`src/rtl/cgra_cfg_pkg.sv`:
```
// Shared definitions for the CGRA configuration sequencer: bus widths,
// the session state encoding and the saturating word-count helper.
package cgra_cfg_pkg;

    localparam int CFG_ADDR_W  = 32;
    localparam int CFG_DATA_W  = 32;
    localparam int CFG_COUNT_W = 16;
    localparam int RUN_COUNT_W = 32;

    // Session states of the sequencer
    typedef enum logic [2:0] {
        ST_IDLE       = 3'd0,
        ST_RESET_CGRA = 3'd1,
        ST_CONFIG     = 3'd2,
        ST_RUN        = 3'd3,
        ST_DONE       = 3'd4
    } cgra_state_e;

    // Increment a config word count, sticking at all-ones instead of wrapping
    function automatic logic [CFG_COUNT_W-1:0] sat_inc_count(
        input logic [CFG_COUNT_W-1:0] value
    );
        logic [CFG_COUNT_W-1:0] result;
        if (value == {CFG_COUNT_W{1'b1}}) begin
            result = value;
        end else begin
            result = value + CFG_COUNT_W'(1);
        end
        return result;
    endfunction

endpackage

```
`src/rtl/cgra_cycle_counter.sv`:
```
// Loadable up-counter with a terminal-count flag. Used by the sequencer to
// time both the fabric reset phase and the run phase.
module cgra_cycle_counter
    import cgra_cfg_pkg::*;
#(
    parameter int WIDTH = 32
) (
    input  logic             clk,
    input  logic             rst_n,
    input  logic             srst,
    input  logic             load,
    input  logic [WIDTH-1:0] load_value,
    input  logic             en,
    input  logic [WIDTH-1:0] terminal,
    output logic [WIDTH-1:0] count,
    output logic             at_terminal
);

    logic [WIDTH-1:0] count_r;

    // Count register: clear beats load, load beats increment
    always_ff @(posedge clk or negedge rst_n) begin
        if (!rst_n) begin
            count_r <= '0;
        end else if (srst) begin
            count_r <= '0;
        end else if (load) begin
            count_r <= load_value;
        end else if (en) begin
            count_r <= count_r + WIDTH'(1);
        end else begin
            count_r <= count_r;
        end
    end

    assign count       = count_r;
    assign at_terminal = (count_r == terminal);

endmodule

```
`src/rtl/cgra_config_sequencer.sv`:
```
// Drives a CGRA fabric through one session: hold the fabric in reset, stream
// the configuration bitstream into it, let it run for a fixed number of
// cycles and then report completion. Abort or reset drops the session.
module cgra_config_sequencer
    import cgra_cfg_pkg::*;
#(
    parameter int unsigned RESET_CYCLES   = 4,
    parameter int unsigned MAX_RUN_CYCLES = 10000
) (
    input  logic                   clk_in,
    input  logic                   reset_n_in,
    input  logic                   start_in,
    input  logic                   abort_in,
    input  logic                   cfg_valid_in,
    output logic                   cfg_ready_out,
    input  logic [CFG_ADDR_W-1:0]  cfg_addr_in,
    input  logic [CFG_DATA_W-1:0]  cfg_data_in,
    input  logic                   cfg_last_in,
    output logic                   cgra_reset_out,
    output logic [CFG_ADDR_W-1:0]  config_addr_out,
    output logic [CFG_DATA_W-1:0]  config_data_out,
    output logic                   run_out,
    output logic                   done_out,
    output logic [CFG_COUNT_W-1:0] config_count_out,
    output logic [RUN_COUNT_W-1:0] run_count_out
);

    // Terminal values: the counters start at 0, so the last phase cycle is N-1
    localparam logic [RUN_COUNT_W-1:0] RESET_TC    = RUN_COUNT_W'(RESET_CYCLES - 1);
    localparam logic [RUN_COUNT_W-1:0] RESET_LIMIT = RUN_COUNT_W'(RESET_CYCLES);
    localparam logic [RUN_COUNT_W-1:0] RUN_TC      = RUN_COUNT_W'(MAX_RUN_CYCLES - 1);

    cgra_state_e              state_r;
    cgra_state_e              state_nxt_s;
    logic                     start_go_s;
    logic                     accept_s;
    logic [RUN_COUNT_W-1:0]   rst_count_s;
    logic                     rst_at_tc_s;
    logic                     rst_tc_s;
    logic [RUN_COUNT_W-1:0]   run_count_s;
    logic                     run_tc_s;
    logic                     cgra_reset_r;
    logic                     cfg_ready_r;
    logic                     run_r;
    logic                     done_r;
    logic [CFG_ADDR_W-1:0]    config_addr_r;
    logic [CFG_DATA_W-1:0]    config_data_r;
    logic [CFG_COUNT_W-1:0]   config_count_r;

    // A start is only honoured from IDLE or DONE, and never alongside abort
    assign start_go_s = start_in && !abort_in &&
                        ((state_r == ST_IDLE) || (state_r == ST_DONE));

    // A word is taken only in CONFIG; an abort in the same cycle discards it
    assign accept_s = cfg_valid_in && (state_r == ST_CONFIG) && !abort_in;

    // The range guard stops a corrupted reset counter from ending the phase
    assign rst_tc_s = rst_at_tc_s && (rst_count_s < RESET_LIMIT);

    cgra_cycle_counter #(
        .WIDTH (RUN_COUNT_W)
    ) u_reset_counter (
        .clk         (clk_in),
        .rst_n       (reset_n_in),
        .srst        (abort_in),
        .load        (start_go_s),
        .load_value  ({RUN_COUNT_W{1'b0}}),
        .en          (state_r == ST_RESET_CGRA),
        .terminal    (RESET_TC),
        .count       (rst_count_s),
        .at_terminal (rst_at_tc_s)
    );

    cgra_cycle_counter #(
        .WIDTH (RUN_COUNT_W)
    ) u_run_counter (
        .clk         (clk_in),
        .rst_n       (reset_n_in),
        .srst        (abort_in),
        .load        (start_go_s),
        .load_value  ({RUN_COUNT_W{1'b0}}),
        .en          (state_r == ST_RUN),
        .terminal    (RUN_TC),
        .count       (run_count_s),
        .at_terminal (run_tc_s)
    );

    // Next-state selection; abort overrides every other transition
    always_comb begin
        state_nxt_s = state_r;
        if (abort_in) begin
            state_nxt_s = ST_IDLE;
        end else begin
            case (state_r)
                ST_IDLE: begin
                    if (start_in) begin
                        state_nxt_s = ST_RESET_CGRA;
                    end else begin
                        state_nxt_s = ST_IDLE;
                    end
                end
                ST_RESET_CGRA: begin
                    if (rst_tc_s) begin
                        state_nxt_s = ST_CONFIG;
                    end else begin
                        state_nxt_s = ST_RESET_CGRA;
                    end
                end
                ST_CONFIG: begin
                    if (accept_s && cfg_last_in) begin
                        state_nxt_s = ST_RUN;
                    end else begin
                        state_nxt_s = ST_CONFIG;
                    end
                end
                ST_RUN: begin
                    if (run_tc_s) begin
                        state_nxt_s = ST_DONE;
                    end else begin
                        state_nxt_s = ST_RUN;
                    end
                end
                ST_DONE: begin
                    if (start_in) begin
                        state_nxt_s = ST_RESET_CGRA;
                    end else begin
                        state_nxt_s = ST_DONE;
                    end
                end
                default: begin
                    state_nxt_s = ST_IDLE;
                end
            endcase
        end
    end

    // State register
    always_ff @(posedge clk_in or negedge reset_n_in) begin
        if (!reset_n_in) begin
            state_r <= ST_IDLE;
        end else begin
            state_r <= state_nxt_s;
        end
    end

    // Status flags are registered from the next state so they line up with it
    always_ff @(posedge clk_in or negedge reset_n_in) begin
        if (!reset_n_in) begin
            cgra_reset_r <= 1'b0;
            cfg_ready_r  <= 1'b0;
            run_r        <= 1'b0;
            done_r       <= 1'b0;
        end else begin
            cgra_reset_r <= (state_nxt_s == ST_RESET_CGRA);
            cfg_ready_r  <= (state_nxt_s == ST_CONFIG);
            run_r        <= (state_nxt_s == ST_RUN);
            done_r       <= (state_nxt_s == ST_DONE);
        end
    end

    // Config word pipeline: an accepted word is shown for one cycle, else zero
    always_ff @(posedge clk_in or negedge reset_n_in) begin
        if (!reset_n_in) begin
            config_addr_r <= {CFG_ADDR_W{1'b0}};
            config_data_r <= {CFG_DATA_W{1'b0}};
        end else if (accept_s) begin
            config_addr_r <= cfg_addr_in;
            config_data_r <= cfg_data_in;
        end else begin
            config_addr_r <= {CFG_ADDR_W{1'b0}};
            config_data_r <= {CFG_DATA_W{1'b0}};
        end
    end

    // Accepted-word count for the session, cleared on abort or a new session
    always_ff @(posedge clk_in or negedge reset_n_in) begin
        if (!reset_n_in) begin
            config_count_r <= {CFG_COUNT_W{1'b0}};
        end else if (abort_in || start_go_s) begin
            config_count_r <= {CFG_COUNT_W{1'b0}};
        end else if (accept_s) begin
            config_count_r <= sat_inc_count(config_count_r);
        end else begin
            config_count_r <= config_count_r;
        end
    end

    assign cgra_reset_out   = cgra_reset_r;
    assign cfg_ready_out    = cfg_ready_r;
    assign run_out          = run_r;
    assign done_out         = done_r;
    assign config_addr_out  = config_addr_r;
    assign config_data_out  = config_data_r;
    assign config_count_out = config_count_r;
    assign run_count_out    = run_count_s;

endmodule

```
`config.mk`:
```
export PLATFORM = sky130hd
export DESIGN_NAME = cgra_config_sequencer
export DESIGN_NICKNAME = d
export VERILOG_FILES = /design/src/rtl/cgra_cfg_pkg.sv /design/src/rtl/cgra_cycle_counter.sv /design/src/rtl/cgra_config_sequencer.sv
export SDC_FILE = /design/constraint.sdc
export NUM_CORES = 1
export LEC_CHECK = 0
export BUFFER_PORTS_ARGS = -buffer_cell sky130_fd_sc_hd__buf_4
export CORE_ASPECT_RATIO = 2
export CORE_MARGIN = 2
export CORE_UTILIZATION = 30
export CTS_CLUSTER_SIZE = 28
export DETAILED_ROUTE_END_ITERATION = 8
export PLACE_DENSITY = 0.55
export RECOVER_POWER = 50
export SETUP_SLACK_MARGIN = 0.3
export SLEW_MARGIN = 20
export SYNTH_ARGS = -nofsm -noshare
export SYNTH_HDL_FRONTEND = slang
export SYNTH_SLANG_ARGS = --single-unit
export TNS_END_PERCENT = 50
```
`constraint.sdc`:
```
create_clock -name clk_in -period 5.5 [get_ports clk_in]
set_input_delay 0.55 -clock clk_in [delete_from_list [all_inputs] [get_ports clk_in]]
set_output_delay 0.55 -clock clk_in [all_outputs]
set_load 0.01 [all_outputs]
```
# After elaboration in Yosys (flattened, before gate mapping)
# Cells that the tools add are included.
dict set report word_totals {
  reg_bits 151
  out_inout_bits 116
}
dict set report op_classes {
  addsub 3
  magnitude_cmp 1
  eq_ne 12
  muxes 18
  reduce_logical 14
}
# operator n
set op_table {}
lappend op_table {{32-bit two-way mux} 8}
lappend op_table {{32-bit by 1-bit adder with 32-bit output (second input constant)} 2}
lappend op_table {{16-bit two-way mux} 3}
lappend op_table {{32-bit by 14-bit equality test with 1-bit output (second input constant)} 1}
lappend op_table {{32-bit by 2-bit equality test with 1-bit output (second input constant)} 1}
lappend op_table {{32-bit by 3-bit less-than comparator with 1-bit output (second input constant)} 1}
lappend op_table {{16-bit by 1-bit adder with 16-bit output (second input constant)} 1}
lappend op_table {{16-bit equality test (second input constant)} 1}
lappend op_table {{3-bit case mux with 5 select lines} 1}
lappend op_table {{3-bit by 2-bit equality test with 1-bit output (second input constant)} 4}
lappend op_table {{3-bit two-way mux} 3}
lappend op_table {{3-bit by 1-bit equality test with 1-bit output (second input constant)} 2}
lappend op_table {{3-bit equality test (second input constant)} 2}
lappend op_table {{1-bit logical AND} 6}
lappend op_table {{3-bit nonzero test} 2}
lappend op_table {{3-bit zero test} 1}
lappend op_table {{1-bit logical OR} 2}
lappend op_table {{1-bit two-way mux} 2}
lappend op_table {{2-bit two-way mux} 1}
lappend op_table {{2-bit != test (second input constant)} 1}
lappend op_table {{2-bit AND reduction} 1}
lappend op_table {{2-bit nonzero test} 1}
lappend op_table {{1-bit zero test} 1}

# Logic depth before layout (Yosys ltp)
# Gate-level depths: netlist of run 1.
dict set report depth {
  ltp_word 8
  ltp_mapped 8
}

# Cells and area by module
# Synthesis of run 1 repeated with hierarchy kept, for this count alone.
dict set report hier_totals {
  hier_cells 837
  hier_area_um2 8130.3
}
# module instances cells_per_inst area_each_um2 seq_area_each_um2
set modules_own_cells {}
lappend modules_own_cells {cgra_cycle_counter 2 273 2351.0 800.8}
lappend modules_own_cells {cgra_config_sequencer 1 291 3428.3 2177.1}

# Worst setup path before layout of run 1
# Ideal clock, no wire load.
dict set report synth_path {
  path_kind {input -> register}
  startpoint {in start_in}
  endpoint {reg u_run_counter.count_r[27] (netlist: u_run_counter.count[27])}
  setup_ns 0.078
  arrival_ns 2.038
  required_ns 5.422
  path_slack_ns 3.384
  cell_stages 6
  n_path_buf 1
  cell_sequence {nor3b_4 > o31ai_1 > or4_1 > clkbuf_1 > or4_1 > a21oi_1}
}
dict set report synth_between {
  elab_chain_cells 4
  elab_cells_between_ends 5
}
# element line_no
set synth_lines {}
lappend synth_lines {{from (decl)} cgra_config_sequencer.sv:12} ;# input logic start_in,
lappend synth_lines {{1-bit logical AND * (2 in a row)} cgra_config_sequencer.sv:51} ;# assign start_go_s = start_in && !abort_in &&
lappend synth_lines {{32-bit two-way mux} cgra_cycle_counter.sv:27} ;# end else if (load) begin
lappend synth_lines {{32-bit two-way mux} cgra_cycle_counter.sv:25} ;# end else if (srst) begin
lappend synth_lines {{to (signal assigned)} cgra_cycle_counter.sv:28} ;# count_r <= load_value;
lappend synth_lines {{to (signal assigned)} cgra_cycle_counter.sv:30} ;# count_r <= count_r + WIDTH'(1);
lappend synth_lines {{to (signal assigned)} cgra_cycle_counter.sv:32} ;# count_r <= count_r;
lappend synth_lines {{to (decl)} cgra_cycle_counter.sv:19} ;# logic [WIDTH-1:0] count_r;
# Every way passes the cells marked *; elsewhere a longest branch is shown, timed or not.
# A chain may end at the register's enable or synchronous reset.

==> results.yml, run 1 <==
status:
  status: "complete, but fails checks"
  violations: "capacitance limit, slew limit"
clocking:
  clkSinkCount: 151
  ctsResizeCount: 0
  cts_buffer_depth: 2
  clk_pin_slew_ns: 0.07
  clkLatencyLatePin_ns: 0.43
  cts_root_buf: "clkbuf_16"
  h-tree-depth: 4
  post-cts-setup-buffers: 0
  ctsHoldBuffers: 0
  cts_buffers: 17
  cts_tree: "done"
worst_hold_path:
  min_path_cells: 2
  hold_class: "in2reg"
logic_synthesis:
  synthTopCellsByArea: "dfrtp_1, and2_1, xnor2_1"
  syn_inst: 644
  ys_seq_area_share_pct: 55.8
  ys.warnings.count: 0
  synth_top_area_cell: "dfrtp_1"
  syn-num-nets: 717
  synth-edff-count: 0
  syn_area_um2: 6770
  synthArstFlopShare_pct: 100
  synth.distinct_cells: 52
  synth_seq_cells: 151
  ys.flop_type: "dfrtp_1"
  yosysTopAreaCellShare_pct: 55.8
  syn_area_per_cell_um2: 10.5
worst_setup_path:
  required_ns: 5.97
  start_kind: "input pin"
  slowest_stage: "clkbuf_1"
  critical_path.max_fanout: 61
  max_stage_delay_ns: 1.99
  cp_top_family: "buffers and inverters"
  cp.arrival_ns: 3.52
  path_class: "in2async"
  cp_num_buf_inv: 2
  worstSetupEndpointType: "asynchronous set/reset pin"
  path_cells: "clkbuf_1 -> buf_4"
  r2r_cells: 6
  cp.depth: 2
floorplan:
  die_width_um: 110
  rows: 77
  die_y_um: 216
  coreArea_um2: 22200
  die_area_um2: 23900
  initial_core_util_pct: 30.6
  pin_count: 186
timing:
  worst_slew_pin_slew_ns: 2.88
  fin_hold_ws_ns: 0.316
  setup_violations: 0
  tns_ns: 0
  slew-limit-headroom_pct: -91.8
  final.setup_skew_ns: 0.0101
  period_needed_ns: 3.05
  rsz0062_at_grt: "no"
  finalMaxSlewViolations: 53
  hold_viol_final: 0
  max_freq_ghz: 0.328
  post-route-period-util_pct: 55.5
finish:
  fillers: 2287
  final_nets: 894
  multi_input_area_um2: 2830
  fin_cells: 1110
  antenna_cells: 0
  area_delta_synth_final_pct: 29.6
  drive_above_1_share_pct: 21.1
  regArea_um2: 3780
drt:
  vias_per_cell: 4.93
  drcViolationCount: 0
  drt_pre_antenna_iters: 6
  vias: 5467
  drtIter0Drc: 215
  antenna_left: 0
  wire_per_inst_um: 16.8
  drt-total-wl_mm: 18.7
global_routing:
  antenna_found_initial: 0
  grt_pass1_vias: 5702
  grt_max_degree: 62
  grt_pass1_wl_mm: 30.2
  track_usage_pct: 16.7
  grt_overflow_total: 0
pwr:
  ir_drop_mv: 0.196
  power.density_nw_per_um2: 262
  power_leakage_nw: 3.89
placed_design:
  io_buffers: 185
  dp.cells: 1078
  dp_hpwl_mm: 13.9
  routabilityCongestion: 0.793
run:
  drv_cap: 1
-- cell type report --
type                       instances  area share, %
timing repair buffer             190           14.0
multi-input combinational        450           32.3
inverter                          11          0.470
sequential                       151           43.1
clock buffer                      18           5.00
clock inverter                    14           1.30
tap                              276           3.93
-- registers in the layout, indices dropped and copies added, names as in the netlist --
register / count
config_addr_out: 32
config_data_out: 32
u_reset_counter.count: 32
u_run_counter.count: 32
config_count_out: 16
state_r: 3
cfg_ready_out: 1
cgra_reset_out: 1
done_out: 1
run_out: 1
-- cell usage in the layout, fill, tap and decap left out, types with 6 or more instances in the layout --
cell / n
xor2_1: 22
clkbuf_16: 17
nand4_1: 25
nor2_1: 70
o21ai_0: 8
o211ai_1: 6
and2_1: 67
buf_4: 130
nand2_1: 42
inv_1: 11
a211oi_1: 6
or4_1: 9
clkbuf_1: 59
nor4_1: 26
xnor2_1: 37
nand3_1: 26
or3_1: 10
and4_1: 13
nor3_1: 17
dfrtp_1: 151
a21oi_1: 15
-- stage by stage --
step | utilization [%] | instance area, um^2 | setup slack [ns] | total power [W]
floorplan | - | 6770 | 3.38 | 0.00116
global placement | 38.0 | 8420 | 2.78 | 0.00123
detailed placement | 38.1 | 8450 | 2.76 | 0.00123
CTS | 40.6 | 9000 | 2.80 | 0.00235
global route | 39.6 | 8780 | 1.76 | 0.00240
finish | 39.6 | 8780 | 2.45 | 0.00230
-- per-layer routing --
| metal | vias up | share of wire [%] | track usage [%] | wire, um |
|---|---|---|---|---|
| li1 | 2598 | - | - | - |
| met1 | 2680 | 34 | 15.9 | 6280 |
| met2 | 157 | 58 | 31.4 | 10800 |
| met3 | 32 | 4.9 | 4.48 | 923 |
| met4 | 0 | 3.7 | 8.75 | 691 |
| met5 | - | 0 | 0 | 0 |
-- worst register-to-register path, delay by kind of cell (launching register included) --
family	cells	cell delay, ns
and+or+nand+nor	3	1.52
AOI/OAI and AO/OA	2	0.29
DFF	1	0.60
buffers and inverters	1	0.19
-- cells by family (layout without fill, tap and decap cells) --
group	Yosys count	count (layout)	synth area share, %
flip-flops	151	151	55.8
AO/OA/AOI/OAI	52	52	5.17
buffers and inverters	43	233	2.48
AND/OR/NAND/NOR	332	332	27.8
adder cells (fa/ha/maj)	3	3	0.554
multiplexers	4	4	0.591
XOR/XNOR	59	59	7.63
-- power breakdown --
| part | switching, W | internal, W |
|---|---|---|
| logic | 0.0000508 | 0.0000398 |
| clock network | 0.000498 | 0.000598 |
| registers | 0.00000328 | 0.00111 |
| total | 0.000552 | 0.00175 |
-- cells in the mapped netlist (2+ instances only) --
master      n
dfrtp_1   151
nor2_1     71
and2_1     67
nand2_1    42
xnor2_1    37
clkbuf_1   29
nand3_1    26
nor4_1     26
nand4_1    25
xor2_1     22
nor3_1     17
a21oi_1    15
and4_1     13
inv_1      11
or3_1      10
or4_1       9
o21ai_0     8
a211oi_1    6
o211ai_1    6
and3_1      5
o31ai_1     5
mux2i_1     4
ha_1        3
and3b_1     2
buf_2       2
nand3b_1    2
nor3b_1     2
nor4b_1     2
o21a_1      2
or2_2       2
-- final timing paths --
path | endpoint | slack, ns | start
setup / recovery | config_count_out[14] | 2.45 | reset_n_in
setup reg to reg | u_run_counter.count[25] | 2.83 | state_r[1]
hold / removal | config_data_out[17] | 0.32 | cfg_data_in[17]
hold reg to reg | u_reset_counter.count[31] | 0.57 | u_reset_counter.count[31]
max in group clk_in | u_run_counter.count[25] | 2.83 | state_r[1]
min in group asynchronous | config_addr_out[21] | 1.04 | reset_n_in
No activity file was read; power rests on OpenSTA's default activity.
==> run 2, diff against run 1 <==
PLACE_DENSITY = 0.56   (was 0.55)
clock period = 2.6 ns   (was 5.5 ns; I/O delays follow)
==> run 2 against run 1 <==
Effect of this change:
- the run now ends clean
- via count up 1.3%
- sequential share of layout area is 0.66 points lower
- flip-flop and latch count unchanged
- design area rose by 1.6%
- global-route usage rose by 0.22 points
- final cell count up 1.8%
- core utilization is 0.63 points higher
==> results.yml, run 2 (synthesis gave the netlist of run 1 again) <==
floorplan:
  initial_core_util_pct: 30.6
  pin_count: 186
  die_y_um: 216
  coreArea_um2: 22200
  die_area_um2: 23900
  die_width_um: 110
  rows: 77
drt:
  antenna_left: 0
  drt-total-wl_mm: 19.1
  wire_per_inst_um: 16.9
  drcViolationCount: 0
  drt_pre_antenna_iters: 4
  vias: 5536
  drtIter0Drc: 228
  vias_per_cell: 4.90
placed_design:
  io_buffers: 185
  dp_hpwl_mm: 14.6
  routabilityCongestion: 0.829
  placed_area_um2: 8570
timing:
  max_freq_ghz: 0.446
  finalMaxSlewViolations: 0
  slew-limit-headroom_pct: 15.3
  hold_viol_final: 0
  post-route-period-util_pct: 86.1
  setup_violations: 0
  period_needed_ns: 2.24
  fin_hold_ws_ns: 0.0302
  rsz0062_at_grt: "yes"
  final.setup_skew_ns: 0.00959
  worst_slew_pin_slew_ns: 1.27
  tns_ns: 0
status:
  status: "completed"
clocking:
  clkLatencyLatePin_ns: 0.43
  cts_buffer_depth: 2
  h-tree-depth: 4
  cts_tree: "done"
  cts_root_buf: "clkbuf_16"
  cts_buffers: 17
  clk_pin_slew_ns: 0.07
  clkSinkCount: 151
global_routing:
  grt_pass1_wl_mm: 30.6
  antenna_found_initial: 0
  grt_max_degree: 65
  grt_overflow_total: 0
  track_usage_pct: 16.9
  grt_pass1_vias: 5788
finish:
  finalInstanceArea_um2: 8920
  antenna_cells: 0
  drive_above_1_share_pct: 22.5
  final_cell_mix: "dfrtp_1, buf_4, nor2_1"
  area_delta_synth_final_pct: 31.7
  final_nets: 915
  layout_commonest_cell: "dfrtp_1"
worst_setup_path:
  required_ns: 2.89
  critical_path.max_fanout: 9
  cp.arrival_ns: 2.53
  worstSetupEndpointType: "flip-flop"
  start_kind: "flip-flop"
  path_class: "reg2reg"
pwr:
  internal_power_w: 0.00379
  power_frac_seq_pct: 47.5
  power_leakage_nw: 3.97
  p_comb_share_pct: 4.3
  power.density_nw_per_um2: 557
  pwr-share-clk_pct: 48.2
  ir_drop_mv: 0.413
  net-switching-power_w: 0.00118
  switching_share_pct: 23.7
worst_hold_path:
  hold_class: "in2reg"
run:
  drv_cap: 0
## run 2: cell types whose count changed in the layout (fill, tap and decap cells not counted), sizes merged
cell         change
buf             +11
bufinv           +1
clkbuf           +8
clkinv           -3
dlygate4sd3      +1
inv              +2
## run 2: metrics by stage
step | setup slack [ns] | util, % | cells | power, W
5_1_grt | 0.254 | 40.2 | 1130 | 0.00519
2_1_floorplan | 0.489 | - | 644 | 0.00246
6_report | 0.360 | 40.2 | 1130 | 0.00497
3_3_place_gp | 0.380 | 38.7 | 1096 | 0.00262
3_5_place_dp | 0.292 | 38.7 | 1096 | 0.00262
4_1_cts | 0.333 | 41.3 | 1128 | 0.00506
## run 2: cell type report
cell class,instances,area (um^2)
fillers,2293,13200
flip-flops and latches,151,3780
multi-input cells,450,2840
repair buffers,211,1350
clock buffers,17,425
well taps,276,345
clock inverters,14,138
inverters,11,41.3
## run 2: metal layers
layer | global-route usage [%] | up-vias | routed length [um]
met1 | 16.3 | 2693 | 6530
met2 | 31.6 | 168 | 10900
met3 | 4.66 | 37 | 892
met4 | 8.67 | 0 | 781
li1 | - | 2638 | -
met5 | 0 | - | 0
## run 2: path summary, 6_finish.rpt
kind / endpoint / slack (ns) / cells past startpoint / startpoint
setup / recovery: u_reset_counter.count[17] / 0.36 / 6 / state_r[1]
hold / removal: config_addr_out[10] / 0.03 / 2 / cfg_addr_in[10]
setup reg to reg: u_reset_counter.count[17] / 0.36 / 6 / state_r[1]
hold reg to reg: u_reset_counter.count[31] / 0.58 / 2 / u_reset_counter.count[31]
max in group asynchronous: config_count_out[14] / 0.58 / 3 / reset_n_in
min in group asynchronous: u_reset_counter.count[22] / 0.66 / 2 / reset_n_in
## run 2: repair_timing
item	CTS	global route
hold endpoints to repair	44	0
endpoints found under the setup margin	1	5
hold buffers	1	0
pin swaps	0	1
gates resized for setup	1	2
buffers inserted	0	2
## run 2: power groups by stage
stage	Clock [W]	Combinational, W	Sequential, W
5_1_grt	0.00259	0.000236	0.00236
3_3_place_gp	0	0.000217	0.00240
3_5_place_dp	0	0.000218	0.00240
4_1_cts	0.00248	0.000220	0.00236
2_1_floorplan	0	0.0000566	0.00240
6_report	0.00239	0.000212	0.00236
## run 2: critical path, stage by stage, from the launching register on
cell     delay, ns
dfrtp_1       0.41
buf_4         0.19
or3b_1        0.47
or3_4         0.47
nor4_2        0.34
xnor2_1       0.16
nor2_1        0.05
==> run 3, diff against run 2 <==
ABC_CLOCK_PERIOD_IN_PS = 2800   (was unset)
PLACE_DENSITY = 0.55   (was 0.56)
clock period = 2.8 ns   (was 2.6 ns; I/O delays follow)
==> run 3 against run 2 <==
Effect of this change:
- core utilization is 0.14 points lower
- via count is 0.45% lower
- critical path depth is 1 lower
- global-route usage is 0.051 points higher
- critical path type unchanged
- largest cell class unchanged
==> results.yml, run 3 (synthesis gave the netlist of run 1 again) <==
worst_setup_path:
  start_kind: "flip-flop"
  worstSetupEndpointType: "flip-flop"
  rr_endpoint: "u_reset_counter.count[31]"
  path_class: "reg2reg"
  slowest_stage: "dfrtp_1"
  r2r_cells: 5
  critical_path.max_fanout: 11
  max_stage_delay_ns: 0.54
  reg2reg_from: "state_r[1]"
  regToRegSetupSlack_ns: 0.48
  required_ns: 3.15
  cp.arrival_ns: 2.67
  path_cells: "or3b_1 -> nor4b_4 -> nand4_1 -> or3_1 -> a21oi_1"
timing:
  period_needed_ns: 2.32
  finalMaxSlewViolations: 0
  max_freq_ghz: 0.432
  fin_hold_ws_ns: 0.0574
  rsz0062_at_grt: "no"
  slew-limit-headroom_pct: 15.7
  worst_slew_pin_slew_ns: 1.26
  setup_violations: 0
  final.setup_skew_ns: 0.0101
  hold_viol_final: 0
  post-route-period-util_pct: 82.7
  tns_ns: 0
run:
  drv_cap: 0
global_routing:
  grt_pass1_wl_mm: 30.6
  antenna_found_initial: 0
  grt_overflow_total: 0
  grt_max_degree: 65
  track_usage_pct: 17.0
  grt_pass1_vias: 5791
finish:
  antenna_cells: 0
  fillers: 2306
  drive_above_1_share_pct: 22.1
  final_cell_mix: "dfrtp_1, buf_4, nor2_1"
  final_nets: 905
  area_delta_synth_final_pct: 31.3
  layout_commonest_cell: "dfrtp_1"
clocking:
  clk_pin_slew_ns: 0.07
  ctsResizeCount: 0
  cts_buffers: 17
  clkSinkCount: 151
  clkLatencyLatePin_ns: 0.43
  post-cts-setup-buffers: 0
  cts_buffer_depth: 2
  cts_tree: "done"
  h-tree-depth: 4
  cts_root_buf: "clkbuf_16"
placed_design:
  routabilityCongestion: 0.802
  io_buffers: 185
  dp_hpwl_mm: 14.2
worst_hold_path:
  min_path_cells: 2
  min_to: "config_addr_out[0]"
  min_from: "cfg_addr_in[0]"
  hold_class: "in2reg"
drt:
  drtIter0Drc: 203
  drcViolationCount: 0
  vias: 5511
  drt_pre_antenna_iters: 4
  drt-total-wl_mm: 19.1
  antenna_left: 0
  wire_per_inst_um: 17.0
  vias_per_cell: 4.92
floorplan:
  pin_count: 186
  die_y_um: 216
  initial_core_util_pct: 30.6
  rows: 77
  die_width_um: 110
  coreArea_um2: 22200
  die_area_um2: 23900
pwr:
  power.density_nw_per_um2: 526
  power_w: 0.00467
  power_leakage_nw: 3.97
  ir_drop_mv: 0.506
status:
  status: "completed"
[run 3: changes by cell type in the layout (fill, tap and decap cells not counted), sizes merged]
| cell | change |
|---|---|
| clkbuf | -7 |
| buf | -3 |
| clkinv | +3 |
| clkinvlp | -2 |
[run 3: area by class of cell]
type | count | area, um^2 | area share [%]
sequential | 151 | 3780 | 42.5
multi-input combinational | 450 | 2830 | 31.9
timing repair buffer | 201 | 1300 | 14.7
clock buffer | 17 | 425 | 4.79
tap | 276 | 345 | 3.89
clock inverter | 15 | 161 | 1.82
inverter | 11 | 41.3 | 0.465
[run 3: per-layer routing]
| layer | track usage (%) | share of wire [%] |
|---|---|---|
| met1 | 16.6 | 34 |
| met2 | 31.7 | 58 |
| met3 | 4.66 | 4.9 |
| met4 | 8.25 | 3.5 |
| met5 | 0 | 0 |
[run 3: through the flow]
| step | setup WS, ns | instance area (um^2) | std cells | util, % |
|---|---|---|---|---|
| global placement | 0.533 | 8540 | 1088 | 38.5 |
| floorplan | 0.689 | 6770 | 644 | - |
| finish | 0.485 | 8890 | 1121 | 40.1 |
| global route | 0.258 | 8890 | 1121 | 40.1 |
| detailed placement | 0.502 | 8540 | 1088 | 38.5 |
| CTS | 0.493 | 9140 | 1121 | 41.2 |
[run 3: worst max path at each step]
stage	start	to	slack, ns
3_3_place_gp	u_run_counter.count[30]	cgra_reset_out	0.53
4_1_cts	state_r[1]	u_run_counter.count[25]	0.49
5_1_grt	reset_n_in	config_count_out[10]	0.26
3_5_place_dp	state_r[1]	u_reset_counter.count[31]	0.50
6_report	state_r[1]	u_reset_counter.count[31]	0.48
2_1_floorplan	state_r[1]	u_run_counter.count[27]	0.69
[run 3: power breakdown]
group,switching (W),total (W),internal (W)
clock,0.00103,0.00229,0.00126
combinational,0.000104,0.000189,0.0000850
sequential,0.00000722,0.00219,0.00218
total,0.00114,0.00467,0.00353
[run 3: repair_timing]
action | 4_1_cts | 5_1_grt
setup endpoints to repair | 0 | 0
endpoints found under the hold margin | 47 | 0
hold buffers | 1 | 0
[run 3: critical path: cells and delay by family, from the launching register on]
kind / cells / cell delay, ns
flip-flops: 1 / 0.54
AO/OA/AOI/OAI: 1 / 0.15
AND/OR/NAND/NOR: 4 / 1.55
